--- src/rtl/button_debouncer.sv ---
// button_debouncer: synchronises raw push-button inputs and debounces them,
// using the slow clk_dv square wave as a sampling tick. Produces a clean level
// per button plus one-cycle press, release and auto-repeat pulses.
module button_debouncer #(
  parameter int unsigned N_BTN        = 4,
  parameter int unsigned STABLE_TICKS = 4,
  parameter int unsigned REPEAT_DELAY = 50,
  parameter int unsigned REPEAT_RATE  = 10
) (
  input  logic             clk,
  input  logic             rst_n,
  input  logic             clk_dv,
  input  logic [N_BTN-1:0] btn_raw,
  output logic [N_BTN-1:0] btn_level,
  output logic [N_BTN-1:0] btn_press,
  output logic [N_BTN-1:0] btn_release,
  output logic [N_BTN-1:0] btn_repeat
);

  localparam int unsigned SW   = $clog2(STABLE_TICKS + 1);
  localparam int unsigned RMAX = (REPEAT_DELAY > REPEAT_RATE) ? REPEAT_DELAY : REPEAT_RATE;
  localparam int unsigned RW   = $clog2(RMAX + 1);

  localparam logic [SW-1:0] S_LIM = SW'(STABLE_TICKS);
  localparam logic [RW-1:0] D_LIM = RW'(REPEAT_DELAY);
  localparam logic [RW-1:0] R_LIM = RW'(REPEAT_RATE);

  typedef enum logic [1:0] {
    RPT_IDLE,
    RPT_DELAY,
    RPT_REPEAT
  } rpt_state_e;

  // Synchroniser and edge-detector flops
  logic [N_BTN-1:0] btn_s1_q, btn_s2_q;
  logic             dv_s1_q, dv_s2_q, dv_s3_q;
  logic             tick;

  // Debounce and repeat state
  logic [N_BTN-1:0] level_q, level_d;
  logic [N_BTN-1:0] press_q, press_d;
  logic [N_BTN-1:0] release_q, release_d;
  logic [N_BTN-1:0] repeat_q, repeat_d;
  logic [SW-1:0]    scnt_q [N_BTN];
  logic [SW-1:0]    scnt_d [N_BTN];
  logic [RW-1:0]    rcnt_q [N_BTN];
  logic [RW-1:0]    rcnt_d [N_BTN];
  rpt_state_e       state_q [N_BTN];
  rpt_state_e       state_d [N_BTN];

  // Level-change events of the current tick, consumed by the repeat FSM
  logic [N_BTN-1:0] rise, fall;
  logic [SW-1:0]    s_inc;
  logic [RW-1:0]    r_inc;

  // Two-flop synchronisers for buttons and clk_dv, plus clk_dv delay flop
  always_ff @(posedge clk or negedge rst_n) begin
    if (!rst_n) begin
      btn_s1_q <= '0;
      btn_s2_q <= '0;
      dv_s1_q  <= 1'b0;
      dv_s2_q  <= 1'b0;
      dv_s3_q  <= 1'b0;
    end else begin
      btn_s1_q <= btn_raw;
      btn_s2_q <= btn_s1_q;
      dv_s1_q  <= clk_dv;
      dv_s2_q  <= dv_s1_q;
      dv_s3_q  <= dv_s2_q;
    end
  end

  assign tick = dv_s2_q & ~dv_s3_q;

  // Per-button debounce counter, edge events and repeat FSM next state
  always_comb begin
    level_d   = level_q;
    press_d   = '0;
    release_d = '0;
    repeat_d  = '0;
    rise      = '0;
    fall      = '0;
    s_inc     = '0;
    r_inc     = '0;
    for (int unsigned i = 0; i < N_BTN; i++) begin
      scnt_d[i]  = scnt_q[i];
      rcnt_d[i]  = rcnt_q[i];
      state_d[i] = state_q[i];

      s_inc = scnt_q[i] + SW'(1);
      if (tick) begin
        if (btn_s2_q[i] != level_q[i]) begin
          if (s_inc == S_LIM) begin
            level_d[i] = ~level_q[i];
            scnt_d[i]  = '0;
            rise[i]    = ~level_q[i];
            fall[i]    = level_q[i];
          end else begin
            scnt_d[i] = s_inc;
          end
        end else begin
          scnt_d[i] = '0;
        end
      end
      press_d[i]   = rise[i];
      release_d[i] = fall[i];

      // Release is checked first so it overrides a repeat due on the same tick
      r_inc = rcnt_q[i] + RW'(1);
      if (fall[i]) begin
        state_d[i] = RPT_IDLE;
        rcnt_d[i]  = '0;
      end else begin
        case (state_q[i])
          RPT_IDLE: begin
            if (rise[i]) begin
              state_d[i] = RPT_DELAY;
              rcnt_d[i]  = '0;
            end
          end
          RPT_DELAY: begin
            if (tick) begin
              if (r_inc == D_LIM) begin
                repeat_d[i] = 1'b1;
                state_d[i]  = RPT_REPEAT;
                rcnt_d[i]   = '0;
              end else begin
                rcnt_d[i] = r_inc;
              end
            end
          end
          RPT_REPEAT: begin
            if (tick) begin
              if (r_inc == R_LIM) begin
                repeat_d[i] = 1'b1;
                rcnt_d[i]   = '0;
              end else begin
                rcnt_d[i] = r_inc;
              end
            end
          end
          default: begin
            state_d[i] = RPT_IDLE;
            rcnt_d[i]  = '0;
          end
        endcase
      end
    end
  end

  // Debounce/repeat state registers and registered output pulses
  always_ff @(posedge clk or negedge rst_n) begin
    if (!rst_n) begin
      level_q   <= '0;
      press_q   <= '0;
      release_q <= '0;
      repeat_q  <= '0;
      for (int unsigned i = 0; i < N_BTN; i++) begin
        scnt_q[i]  <= '0;
        rcnt_q[i]  <= '0;
        state_q[i] <= RPT_IDLE;
      end
    end else begin
      level_q   <= level_d;
      press_q   <= press_d;
      release_q <= release_d;
      repeat_q  <= repeat_d;
      for (int unsigned i = 0; i < N_BTN; i++) begin
        scnt_q[i]  <= scnt_d[i];
        rcnt_q[i]  <= rcnt_d[i];
        state_q[i] <= state_d[i];
      end
    end
  end

  assign btn_level   = level_q;
  assign btn_press   = press_q;
  assign btn_release = release_q;
  assign btn_repeat  = repeat_q;

endmodule
--- config.mk ---
export PLATFORM = sky130hd
export DESIGN_NAME = button_debouncer
export DESIGN_NICKNAME = d
export VERILOG_FILES = /design/src/rtl/button_debouncer.sv
export SDC_FILE = /design/constraint.sdc
export NUM_CORES = 1
export LEC_CHECK = 0
export BUFFER_PORTS_ARGS = -buffer_cell sky130_fd_sc_hd__buf_2
export CAP_MARGIN = 15
export CORE_MARGIN = 3
export CORE_UTILIZATION = 23
export CTS_BUF_LIST = sky130_fd_sc_hd__clkbuf_8 sky130_fd_sc_hd__clkbuf_16
export CTS_CLUSTER_SIZE = 8
export DETAILED_ROUTE_END_ITERATION = 8
export SLEW_MARGIN = 15
export SYNTH_ARGS = -nofsm -noshare
export SYNTH_HDL_FRONTEND = slang
export SYNTH_SLANG_ARGS = --single-unit
--- constraint.sdc ---
create_clock -name clk -period 2.88 [get_ports clk]
set_input_delay 0.432 -clock clk [delete_from_list [all_inputs] [get_ports clk]]
set_output_delay 0.432 -clock clk [all_outputs]
set_load 0.02 [all_outputs]
Word-level counts from Yosys, hierarchy flattened. Index checks and enable logic that the tools add are counted.

Add/subtract/negate cells: 8. Equal/unequal tests: 44. Multiplexer cells: 104. Bitwise gates (word level): 6. Reductions and logical operators: 16.

Operators with widths (count): two-way mux 6 bit (24); case mux 6 bit (3 select lines) (4); inequality test 3 bit (second input constant) (16); two-way mux 1 bit (44); two-way mux 2 bit (16); adder 6 x 1 -> 6 bit (second input constant) (4); == test 6 x 4 -> 1 bit (second input constant) (4); == test 6 bit (second input constant) (4); two-way mux 3 bit (8); case mux 2 bit (3 select lines) (4); AND reduction 3 bit (8); AND reduction 4 bit (4); adder 3 x 1 -> 3 bit (second input constant) (4); == test 3 bit (second input constant) (4); == test 2 x 1 -> 1 bit (second input constant) (4); == test 2 bit (second input constant) (4); zero test 2 bit (4); inequality test 2 bit (second input constant) (4); case mux 1 bit (2 select lines) (4); inverter 1 bit (5); inequality test 1 bit (4); bitwise AND 1 bit (1).

Register bits: 71. Input bits: 7. Logic and storage cells: 202.

Depth between registers and ports, before layout.
Depth after elaboration: 8. Gate-level depth with buffers: 8. Mapped depth without buffers: 8.

Worst setup path after synthesis. OpenSTA, ideal clock, no wires.

Path kind: reg2reg. From: register rcnt_q[8] (netlist name). To: register rcnt_q[11] (netlist name). Library setup time: 126 ps. Data arrival time: 1862 ps. Path slack: 892 ps. Stages on the path, launching flop included: 8. Path buffers: 1. Cells stage by stage: dfrtp_1 -> buf_6 -> and3_4 -> or3_4 -> a2111oi_4 -> or2_2 -> nor2_1 -> a221o_1.

Cells in the longest elaborated chain, start to end: 6. Elaborated cells on any way between the ends: 9.

RTL lines: from (decl) (line 46) `logic [RW-1:0] rcnt_q [N_BTN];`; from (signal, indexed assignment) (line 170) `rcnt_q[i] <= rcnt_d[i];`; adder 6 x 1 -> 6 bit (*) (line 109) `r_inc = rcnt_q[i] + RW'(1);`; == test 6 x 4 -> 1 bit / == test 6 bit (equally long branches) (line 134, 123); two-way mux 6 bit, on equally long branches (line 134, 123); two-way mux 6 bit, on equally long branches (line 133, 122); case mux 6 bit (3 select lines) (*) (line 114) `case (state_q[i])`; two-way mux 6 bit (*) (line 110) `if (fall[i]) begin`.

Every way passes the cells marked *; elsewhere a longest branch is shown, timed or not. The select of a mux whose other input is x is not followed. A chain may end at the register's enable or synchronous reset.

Final worst setup path.
From: register scnt_q[3] (netlist name). To: register rcnt_q[11] (netlist name).

Cells in the longest elaborated chain, start to end: 7. Elaborated cells on any way between the ends: 13.

RTL lines: from (decl) (line 44) `logic [SW-1:0] scnt_q [N_BTN];`; from (signal, indexed assignment) (line 169) `scnt_q[i] <= scnt_d[i];`; adder 3 x 1 -> 3 bit (*) (line 90) `s_inc = scnt_q[i] + SW'(1);`; == test 3 bit (*) (line 93) `if (s_inc == S_LIM) begin`; two-way mux 1 bit (line 93); two-way mux 1 bit (line 92) `if (btn_s2_q[i] != level_q[i]) begin`; two-way mux 1 bit (line 91) `if (tick) begin`; inequality test 3 bit (no source line); AND reduction 3 bit (no source line).

Every way passes the cells marked *; elsewhere a longest branch is shown, timed or not.

==> summary.txt <==
Pwr
  – Peak VDD IR: 0.000317 V
  – Power consumption: 3470 µW
  – Lkg Pwr: 0.00223 µW
  – PD cells: 720 nW/µm²

GRT
  – Total Routing Usage GR: 8.70%
  – Initial antenna violation count: 0
  – Pin count of the biggest net entering global routing: 72
  – First-pass GRT wire length: 14.3 mm
  – Grt total ovfl: 0
  – Vias in the first global route: 3003

Worst setup path
  – WP buf/inv: 0
  – Crit path kind: flop to flop
  – Type of origin of the critical path: flop
  – Critical Path AT: 2450 ps
  – Capture point of the worst reg-to-reg path: rcnt_q[11]$_DFFE_PN0P_
  – Crit. End Element: flop
  – Crit-path slowest cell: dfrtp_1
  – CP top delay family: compound AO/OA/AOI/OAI gates
  – Register-to-register setup slack: 650 ps
  – Req. time, crit path: 3100 ps
  – Worst-path cell chain: ha_1 -> xor2_1 -> nand4_1 -> o221ai_1 -> or2_2 -> nor2_1 -> a221o_1
  – Max incr delay on CP: 410 ps
  – Reg2reg path depth: 7
  – FF-to-FF Start: scnt_q[3]$_DFFE_PN0P_
  – Peak fanout along the critical path: 6

Timing
  – Hold Slack: 199 ps
  – RSZ-0062 raised after global routing: false
  – Clock skew: 8.09 ps
  – Slew @ Worst Pin: 893 ps
  – Period utilization: 77.4%
  – Fmax: 0.448 GHz
  – Fin crit period: 2230 ps
  – Fin. max-slew vios: 0
  – Final Hold Vio Count: 0
  – Final setup violation count: 0
  – Setup_tns: 0 ps
  – Relative slew slack: 40.4%

Synthesis
  – Yosys Warn Count: 0
  – Synthesized flop and latch total: 71
  – Post-synthesis area per instance: 9.34 µm²
  – Synth cell types: 58
  – Synth top area share: 42.3%
  – Syn nets: 489
  – Post-synth top area cell: dfrtp_1
  – Seq/Total Area, Yosys: 42.3%
  – Post-Synthesis Cell Area: 4200 µm²
  – Fraction of registers with async set/reset: 100%
  – Post-synth EDFFs: 0
  – Area contributors post-synth: dfrtp_1 (42%), ha_1 (9.5%), nand2_1 (4.1%), o21ai_0 (3.2%), xor2_1 (2.9%)
  – Mapped Cells: 450
  – Top post-synthesis cells by count: dfrtp_1 (71), nand2_1 (46), ha_1 (32), inv_1 (32), o21ai_0 (27)
  – Cell with the most instances after synthesis: dfrtp_1
  – Most used DFF post-synth: dfrtp_1

CTS
  – Hold_buf cts: 0
  – Clk buf depth: 2
  – Clock transition at path regs: 60 ps
  – Sink Count: 71
  – CTS root buf: clkbuf_16
  – Later-pin clock latency in the skew report: 330 ps
  – Total CTS buffers: 9
  – CTS tree: built
  – Setup bufs post-CTS: 0
  – Resized Gates After CTS: 0
  – H-tree levels: 3

Floorplan
  – Initial Util: 23.9%
  – Core box area: 17600 µm²
  – Rows: 48
  – Die Ht: 141 µm
  – Die area: 19900 µm²
  – IO Count: 23
  – Die Wd: 141 µm

Routing
  – Via density: 4.54
  – DRT iter0 DRCs: 292
  – DRC Markers: 0
  – Wire per inst: 11.7 µm
  – Post-route ant nets: 0
  – Via count: 3167
  – Post-Route WL: 8.18 mm
  – DRT Pass-1 Iters: 4

Layout
  – Synthesis-to-finish area growth: 14.8%
  – Net total in the final layout: 506
  – Ratio of cells with drive above 1 in the final layout: 11.4%
  – Seq. cell area: 1780 µm²
  – Multi-input logic area: 2220 µm²
  – # diodes: 0
  – Fillers: 1847

Worst hold path
  – Hold Path Depth: 1
  – Min-delay src: btn_raw[3]
  – Hold Crit Class: primary input to flop
  – Hold Path Sink: btn_s1_q[3]$_DFF_PN0_

Place
  – Port bufs: 22
  – Dpl hpwl: 5.75 mm
  – Routability congestion estimate: 0.782

Status
  – Outcome: finished clean

Flow run
  – Max-cap viol count: 0
logic make-up (layout without fill, tap and decap cells):
group | after synthesis | after routing | synth area share, %
simple gates | 165 | 165 | 20.2
compound gates | 109 | 109 | 18.2
buf+inv | 50 | 72 | 4.91
mux | 5 | 5 | 1.19
flops | 71 | 71 | 42.3
fa+ha+maj | 32 | 32 | 9.52
xor+xnor | 18 | 18 | 3.75
sequential cells by signal, summed over array words and instances (netlist names):
| name | flops |
|---|---|
| btn_level | 4 |
| scnt_q | 12 |
| dv_s3_q | 1 |
| state_q | 8 |
| btn_s2_q | 4 |
| rcnt_q | 24 |
| btn_s1_q | 4 |
| dv_s1_q | 1 |
| btn_repeat | 4 |
| dv_s2_q | 1 |
| btn_press | 4 |
| btn_release | 4 |
power by group:
part           internal [µW]  switching, µW  leakage, µW
Combinational            427            673      0.00115
Sequential              1140            151     0.000944
Clock                    653            430     0.000141
placed cells by master, fill, tap and decap left out, drive strengths merged, types with 8 or more instances in the layout:
master / count
dfrtp: 71
nand2: 46
inv: 32
ha: 32
o21ai: 29
nor2: 26
buf: 24
nand3: 22
a21oi: 20
xor2: 14
nor3: 14
clkbuf: 12
nand2b: 9
a22o: 9
a21o: 8
layout make-up:
type / count / share of cell area [%]
Multi-Input combinational cell: 329 / 46.1
Sequential cell: 71 / 36.8
Tap cell: 225 / 5.84
Clock buffer: 12 / 5.52
Timing Repair Buffer: 24 / 2.65
Inverter: 32 / 2.49
Clock inverter: 4 / 0.596
layer usage:
| layer | global-route usage [%] | share of wire, % | up-vias |
|---|---|---|---|
| li1 | - | - | 1638 |
| met1 | 11.6 | 51 | 1492 |
| met2 | 13.3 | 44 | 28 |
| met3 | 2.37 | 3.8 | 9 |
| met4 | 3.67 | 2.0 | 0 |
| met5 | 0 | 0 | - |
worst max path at each step:
| stage | start | endpoint | cells past startpoint |
|---|---|---|---|
| 3_3_place_gp | rcnt_q[0]$_DFFE_PN0P_ | state_q[0]$_DFFE_PN0P_ | 6 |
| 5_1_grt | rcnt_q[0]$_DFFE_PN0P_ | state_q[0]$_DFFE_PN0P_ | 6 |
| 4_1_cts | scnt_q[3]$_DFFE_PN0P_ | rcnt_q[11]$_DFFE_PN0P_ | 7 |
| 6_report | scnt_q[3]$_DFFE_PN0P_ | rcnt_q[11]$_DFFE_PN0P_ | 7 |
| 3_5_place_dp | scnt_q[3]$_DFFE_PN0P_ | rcnt_q[11]$_DFFE_PN0P_ | 7 |
| 2_1_floorplan | rcnt_q[8]$_DFFE_PN0P_ | rcnt_q[11]$_DFFE_PN0P_ | 7 |
stage by stage:
stage	area [µm²]	setup slack [ps]	cells	util, %
2_1_floorplan	4200	892	450	-
3_3_place_gp	4530	743	681	25.7
3_5_place_dp	4530	707	681	25.7
4_1_cts	4820	678	697	27.4
5_1_grt	4820	445	697	27.4
6_report	4820	650	697	27.4
worst reg2reg max path, delay by kind of cell (launching register included):
family	cells	cell delay, ps
XOR/XNOR	1	210
AO/OA/AOI/OAI	2	720
flip-flops	1	410
adder cells (fa/ha/maj)	1	250
AND/OR/NAND/NOR	3	530
No activity file was read; power rests on OpenSTA's default activity.
